`config.mk`:
```
export PLATFORM = sky130hd
export DESIGN_NAME = skinny_sbox_layer_2o
export DESIGN_NICKNAME = d
export VERILOG_FILES = /design/src/rtl/skinny_mask_pkg.sv /design/src/rtl/q294_cf_slice.sv /design/src/rtl/skinny_sbox_layer_2o.sv
export SDC_FILE = /design/constraint.sdc
export NUM_CORES = 1
export LEC_CHECK = 0
export CORE_MARGIN = 2
export CORE_UTILIZATION = 55
export CTS_CLUSTER_SIZE = 24
export DETAILED_ROUTE_END_ITERATION = 6
export PLACE_DENSITY = 0.9
export SKIP_LAST_GASP = 1
export SLEW_MARGIN = 30
export SYNTH_ARGS = -nofsm -noshare
export SYNTH_HDL_FRONTEND = slang
export SYNTH_SLANG_ARGS = --single-unit
```
`constraint.sdc`:
```
create_clock -name clk -period 2.35 [get_ports clk]
set_input_delay 0.47 -clock clk [delete_from_list [all_inputs] [get_ports clk]]
set_output_delay 0.47 -clock clk [all_outputs]
set_load 0.02 [all_outputs]
```
`src/rtl/skinny_mask_pkg.sv`:
```
// Shared constants and helpers for the three-share SKINNY masked datapath.
// Q294 stage used here: y = { b ^ a&d, a ^ c&d, c, d } with x = {d,c,b,a}.
package skinny_mask_pkg;

  localparam int NUM_CF        = 18;
  localparam int SHARES        = 3;
  localparam int RAND_PER_SBOX = 8;

  // Component-function layout: 9 terms per nonlinear output bit, 3 per share.
  localparam int CF_PER_SHARE  = 3;
  localparam int CF_BIT2_BASE  = 0;
  localparam int CF_BIT3_BASE  = 9;

  // One component-function cell: linear share term plus one cross product.
  function automatic logic nf_cf_1(input logic lin, input logic p, input logic q);
    return lin ^ (p & q);
  endfunction

  // Unmasked golden model of one quadratic stage.
  function automatic logic [3:0] q294_ref(input logic [3:0] x);
    return {x[1] ^ (x[0] & x[3]), x[0] ^ (x[2] & x[3]), x[2], x[3]};
  endfunction

endpackage

```
`src/rtl/q294_cf_slice.sv`:
```
// The 18 component functions of one masked nibble (combinational).
// Term (j,i) of an output bit pairs share j of one operand with share
// (j+i) mod 3 of the other, so the 9 terms of a bit cover the full product;
// the linear share term rides on the i=0 cell of each share domain.
module q294_cf_slice
  import skinny_mask_pkg::*;
(
  input  logic [SHARES-1:0] a,
  input  logic [SHARES-1:0] b,
  input  logic [SHARES-1:0] c,
  input  logic [SHARES-1:0] d,
  output logic [NUM_CF-1:0] cf
);

  for (genvar j = 0; j < SHARES; j++) begin : g_share
    for (genvar i = 0; i < CF_PER_SHARE; i++) begin : g_term
      localparam int K = (j + i) % SHARES;
      if (i == 0) begin : g_lin
        assign cf[CF_BIT2_BASE + CF_PER_SHARE*j + i] = nf_cf_1(a[j], c[j], d[K]);
        assign cf[CF_BIT3_BASE + CF_PER_SHARE*j + i] = nf_cf_1(b[j], a[j], d[K]);
      end else begin : g_cross
        assign cf[CF_BIT2_BASE + CF_PER_SHARE*j + i] = nf_cf_1(1'b0, c[j], d[K]);
        assign cf[CF_BIT3_BASE + CF_PER_SHARE*j + i] = nf_cf_1(1'b0, a[j], d[K]);
      end
    end
  end

endmodule

```
`src/rtl/skinny_sbox_layer_2o.sv`:
```
// Two-stage, stallable, second-order masked 4-bit S-box layer (3 shares).
// Stage 1 registers component functions, remasked linear bits and the
// compression masks; stage 2 compresses and remasks into the output register.
// Optional build macro SHARED_RAND_EN: one 8-bit r broadcast to all nibbles.
module skinny_sbox_layer_2o
  import skinny_mask_pkg::*;
#(
  parameter int NUM_SBOX = 16,
`ifdef SHARED_RAND_EN
  localparam int RW = RAND_PER_SBOX
`else
  localparam int RW = RAND_PER_SBOX * NUM_SBOX
`endif
) (
  input  logic                  clk,
  input  logic                  rst_n,
  input  logic                  in_valid,
  output logic                  in_ready,
  input  logic [4*NUM_SBOX-1:0] in1,
  input  logic [4*NUM_SBOX-1:0] in2,
  input  logic [4*NUM_SBOX-1:0] in3,
  input  logic [RW-1:0]         r,
  output logic                  out_valid,
  input  logic                  out_ready,
  output logic [4*NUM_SBOX-1:0] out1,
  output logic [4*NUM_SBOX-1:0] out2,
  output logic [4*NUM_SBOX-1:0] out3
);

  logic s1_valid_r;
  logic out_valid_r;
  logic s1_adv_s;
  logic in_ready_s;
  logic s1_load_s;
  logic out_load_s;

  // Stage 1 may hand over when the output register is empty or draining.
  assign s1_adv_s   = ~out_valid_r | out_ready;
  assign in_ready_s = ~s1_valid_r | s1_adv_s;
  assign s1_load_s  = in_valid & in_ready_s;
  assign out_load_s = s1_adv_s & s1_valid_r;

  assign in_ready  = in_ready_s;
  assign out_valid = out_valid_r;

  // Valid flags of both stages; each holds while its stage is stalled.
  always_ff @(posedge clk or negedge rst_n) begin
    if (!rst_n) begin
      s1_valid_r  <= 1'b0;
      out_valid_r <= 1'b0;
    end else begin
      if (in_ready_s) begin
        s1_valid_r <= in_valid;
      end
      if (s1_adv_s) begin
        out_valid_r <= s1_valid_r;
      end
    end
  end

  for (genvar k = 0; k < NUM_SBOX; k++) begin : g_sbox
    logic [RAND_PER_SBOX-1:0] rn_s;
    logic [SHARES-1:0]        a_s, b_s, c_s, d_s;
    logic [NUM_CF-1:0]        cf_s;
    logic [NUM_CF-1:0]        cf_r;
    logic [1:0]               lin1_r, lin2_r, lin3_r;
    logic [3:0]               m_r;
    logic [3:0]               o1_d, o2_d, o3_d;
    logic [3:0]               o1_r, o2_r, o3_r;

`ifdef SHARED_RAND_EN
    assign rn_s = r;
`else
    assign rn_s = r[RAND_PER_SBOX*k +: RAND_PER_SBOX];
`endif

    // Each share bit as a {share3, share2, share1} vector.
    assign a_s = {in3[4*k+0], in2[4*k+0], in1[4*k+0]};
    assign b_s = {in3[4*k+1], in2[4*k+1], in1[4*k+1]};
    assign c_s = {in3[4*k+2], in2[4*k+2], in1[4*k+2]};
    assign d_s = {in3[4*k+3], in2[4*k+3], in1[4*k+3]};

    q294_cf_slice u_cf (
      .a  (a_s),
      .b  (b_s),
      .c  (c_s),
      .d  (d_s),
      .cf (cf_s)
    );

    // Compression: XOR of a share domain's three terms plus a zero-sum mask.
    assign o1_d = {(^cf_r[CF_BIT3_BASE +: CF_PER_SHARE]) ^ m_r[2],
                   (^cf_r[CF_BIT2_BASE +: CF_PER_SHARE]) ^ m_r[0],
                   lin1_r};
    assign o2_d = {(^cf_r[CF_BIT3_BASE + CF_PER_SHARE +: CF_PER_SHARE]) ^ m_r[3],
                   (^cf_r[CF_BIT2_BASE + CF_PER_SHARE +: CF_PER_SHARE]) ^ m_r[1],
                   lin2_r};
    assign o3_d = {(^cf_r[CF_BIT3_BASE + 2*CF_PER_SHARE +: CF_PER_SHARE]) ^ m_r[2] ^ m_r[3],
                   (^cf_r[CF_BIT2_BASE + 2*CF_PER_SHARE +: CF_PER_SHARE]) ^ m_r[0] ^ m_r[1],
                   lin3_r};

    // Stage-1 capture of component functions, remasked linear bits and masks.
    always_ff @(posedge clk or negedge rst_n) begin
      if (!rst_n) begin
        cf_r   <= '0;
        lin1_r <= 2'b00;
        lin2_r <= 2'b00;
        lin3_r <= 2'b00;
        m_r    <= 4'h0;
      end else if (s1_load_s) begin
        cf_r   <= cf_s;
        lin1_r <= {in1[4*k+2] ^ rn_s[6], in1[4*k+3] ^ rn_s[4]};
        lin2_r <= {in2[4*k+2] ^ rn_s[7], in2[4*k+3] ^ rn_s[5]};
        lin3_r <= {in3[4*k+2] ^ rn_s[6] ^ rn_s[7], in3[4*k+3] ^ rn_s[4] ^ rn_s[5]};
        m_r    <= rn_s[3:0];
      end
    end

    // Output share register, loaded only when stage 1 hands over a slice.
    always_ff @(posedge clk or negedge rst_n) begin
      if (!rst_n) begin
        o1_r <= 4'h0;
        o2_r <= 4'h0;
        o3_r <= 4'h0;
      end else if (out_load_s) begin
        o1_r <= o1_d;
        o2_r <= o2_d;
        o3_r <= o3_d;
      end
    end

    assign out1[4*k +: 4] = o1_r;
    assign out2[4*k +: 4] = o2_r;
    assign out3[4*k +: 4] = o3_r;
  end

endmodule
```
==> flow_metrics.tcl <==
set metrics [dict create \
    ant_nets 0 \
    yosysTopAreaCell "dfrtp_1" \
    crit_chain "nand3b_1, buf_12, dlygate4sd2_1" \
    synth_area_leaders "dfrtp_1 53%, mux2_2 8.8%, xnor2_1 8.3%" \
    grt_max_degree 227 \
    final_nets 3456 \
    drtIter0Drc 2218 \
    worst_pin_slew_ps 666.2 \
    clockBufferDepth 3 \
    fin_ws_ps 88.81 \
    initial_utilization 0.5591 \
    maxCapViolCount 0 \
    crit_required_ps 1880 \
    yosys_warnings 0 \
    crit_type "reg -> out" \
    io_buffer_count 517 \
    gp_congestion 0.8909 \
    cts-buffers-inserted 68 \
    outcome "finished, final reports clean" \
    place_hpwl_microns 58840 \
    critPathCapture "in_ready" \
    synth_seq_cells 642 \
    fin_crit_sh 0.9622 \
    grt_setup_unrepaired "no" \
    finalHoldViolations 0 \
    p_leak_nw 16.34 \
    cts-root-buf "clkbuf_16" \
    synth.cell_area_sq_um 30270 \
    synth_cell_types 18 \
    synth_nets 2961 \
    final_cells 3880 \
    r2r-end "g_sbox[0].cf_r[11]" \
    startpoint "s1_valid_r" \
    grt_usage 0.3085 \
    die_x_microns 238.6 \
    syn_avg_cell_area_sq_um 11.48 \
    cp-end-kind "output port" \
    rr_worst_depth 6 \
    grt_overflow 0 \
    io_pins 518 \
    clk_pin_slew_ps 60 \
    reg2reg_from "s1_valid_r" \
    fillCellCount 3195 \
    setup_viol 0 \
    wl_per_cell_microns 22.69 \
    rrSetupSlack_ps 290 \
    fp.dieArea_sq_um 56920 \
    crit_cells 3 \
    grt_pass1_vias 24460 \
    core_sq_um 54130 \
    hold_class "in -> reg" \
    clock_latency_ps 610 \
    cp_num_buf_inv 2 \
    drv_slew 0 \
    dp_cells 3756 \
    finClkSkew_ps 37.12 \
    cpMaxStageDelayCell "dfrtp_1" \
    die_y_microns 238.6 \
    worst-path-max-fanout 5 \
    cts.sinks 642 \
    syn_to_final_growth_pct 28.61 \
    arrival_ps 1790 \
    cts_max_level 3 \
    finish.utilization 0.7191 \
    min_period_ps 2261 \
    firstDrtPassIters 6 \
    cpLargestDelayFamily "buffers and inverters" \
    power.total_mw 38.73 \
    layout-drive-gt1-share 0.1575 \
    grt_pass1_wl_microns 137300 \
    fmax_mhz 442.2 \
    cts_tree "built" \
    dr_total_vias 23120 \
    grt_antenna_before_repair 11 \
    row_count 85 \
    yosysSeqAreaShare 0.5308 \
    drc 0 \
    relSlewSlack 0.5559 \
    synth_top_area_share 0.5308 \
    via_per_inst 5.960 \
    netlist_instances 2637 \
    drt_wl_total_microns 88030 \
    start_kind "flop" \
    ir_drop_mv 0.8290 \
    powerDensity_nw_per_um2 994.9 \
    critical_path.max_stage_delay_ps 390 \
    dp_slack_ps -150.8 \
    holdWs_ps 450.7 \
]
-- worst min-delay path by stage --
stage                       from                 end  slack, ps  cells after the start
2_1_floorplan              rst_n   g_sbox[0].cf_r[0]        170                      0
3_3_place_gp   g_sbox[5].o3_r[0]   g_sbox[5].o3_r[0]        490                      1
3_5_place_dp   g_sbox[2].o3_r[0]   g_sbox[2].o3_r[0]        490                      1
4_1_cts                    rst_n  g_sbox[2].cf_r[12]        450                      2
5_1_grt                    r[88]   g_sbox[11].m_r[0]        460                      2
6_report                in_valid  g_sbox[6].cf_r[16]        450                      4
-- tightest hold or removal path, cell delays in order --
cell and delay, ps:
buf_8 110, buf_12 180, nand4_1 140, o21ai_0 90
-- state kept, by name, indices dropped and copies added (netlist names) --
register       count
g_sbox.o2_r       64
g_sbox.o3_r       64
g_sbox.lin1_r     32
s1_valid_r         1
g_sbox.o1_r       64
g_sbox.cf_r      288
out_valid          1
g_sbox.lin2_r     32
g_sbox.lin3_r     32
g_sbox.m_r        64
-- Yosys cell counts, drive strengths merged --
cell,n
nand4,192
and2,1
buf,57
o21ai,192
mux2,288
xnor2,288
xor2,192
xnor3,32
nand2b,3
a21oi,320
dfrtp,642
inv,192
nand2,97
clkbuf,140
nand3b,1
-- per-stage QoR --
step	TNS, ps	cell area, sq um
2_1_floorplan	0	30270
3_3_place_gp	-11400	36570
3_5_place_dp	-18510	36570
4_1_cts	0	38890
5_1_grt	0	38920
6_report	0	38920
-- area by class of cell --
cell class / instances / area [sq um] / share of cell area
multi-input cells: 1606 / 12530 / 0.3220
clock buffers: 98 / 2008 / 0.05159
flip-flops and latches: 642 / 16070 / 0.4127
well taps: 696 / 870.8 / 0.02237
diodes: 3 / 7.507 / 0.0001929
repair buffers: 622 / 6420 / 0.1649
inverters: 192 / 720.7 / 0.01851
clock inverters: 21 / 299.0 / 0.007682
-- kinds of logic (layout without fill, tap and decap cells) --
| logic type | count (synthesis) | after routing | synth area share |
|---|---|---|---|
| AOI/OAI and AO/OA | 512 | 512 | 0.08466 |
| xor gates and xnor gates | 512 | 512 | 0.1627 |
| buffers and inverters | 389 | 933 | 0.05544 |
| DFF | 642 | 642 | 0.5308 |
| muxes | 288 | 288 | 0.1136 |
| other | 0 | 3 | 0 |
| and+or+nand+nor | 294 | 294 | 0.05279 |
-- timing repair --
| action | CTS | global route |
|---|---|---|
| hold endpoints to repair | 40 | 0 |
| buffers inserted | 0 | 0 |
| endpoints found under the setup margin | 1 | 0 |
| hold buffers | 1 | 0 |
| resized for setup | 1 | 0 |
-- power breakdown --
part | internal (mW) | switching, mW
clock network | 6.71 | 4.47
registers | 13.5 | 1.85
logic | 6.37 | 5.79
-- routing by layer --
layer	global-route usage	vias to the layer above	share of wire
met5	0	-	0.0012
li1	-	9919	-
met2	0.5244	1309	0.50
met3	0.08857	345	0.094
met4	0.1331	14	0.047
met1	0.3661	11540	0.36
-- placed cells by master (no fill, tap or decap), types with 52 or more instances in the layout --
cell type / synthesis / layout
a21oi_1: 320 / 320
buf_4: 0 / 69
clkbuf_16: 0 / 71
clkdlybuf4s50_1: 0 / 514
dfrtp_1: 642 / 642
inv_1: 192 / 192
mux2_2: 236 / 236
mux2_4: 52 / 52
nand2_1: 97 / 96
nand4_1: 192 / 192
o21ai_0: 192 / 192
xnor2_1: 288 / 288
xor2_1: 192 / 192
No activity file was read; power rests on OpenSTA's default activity.
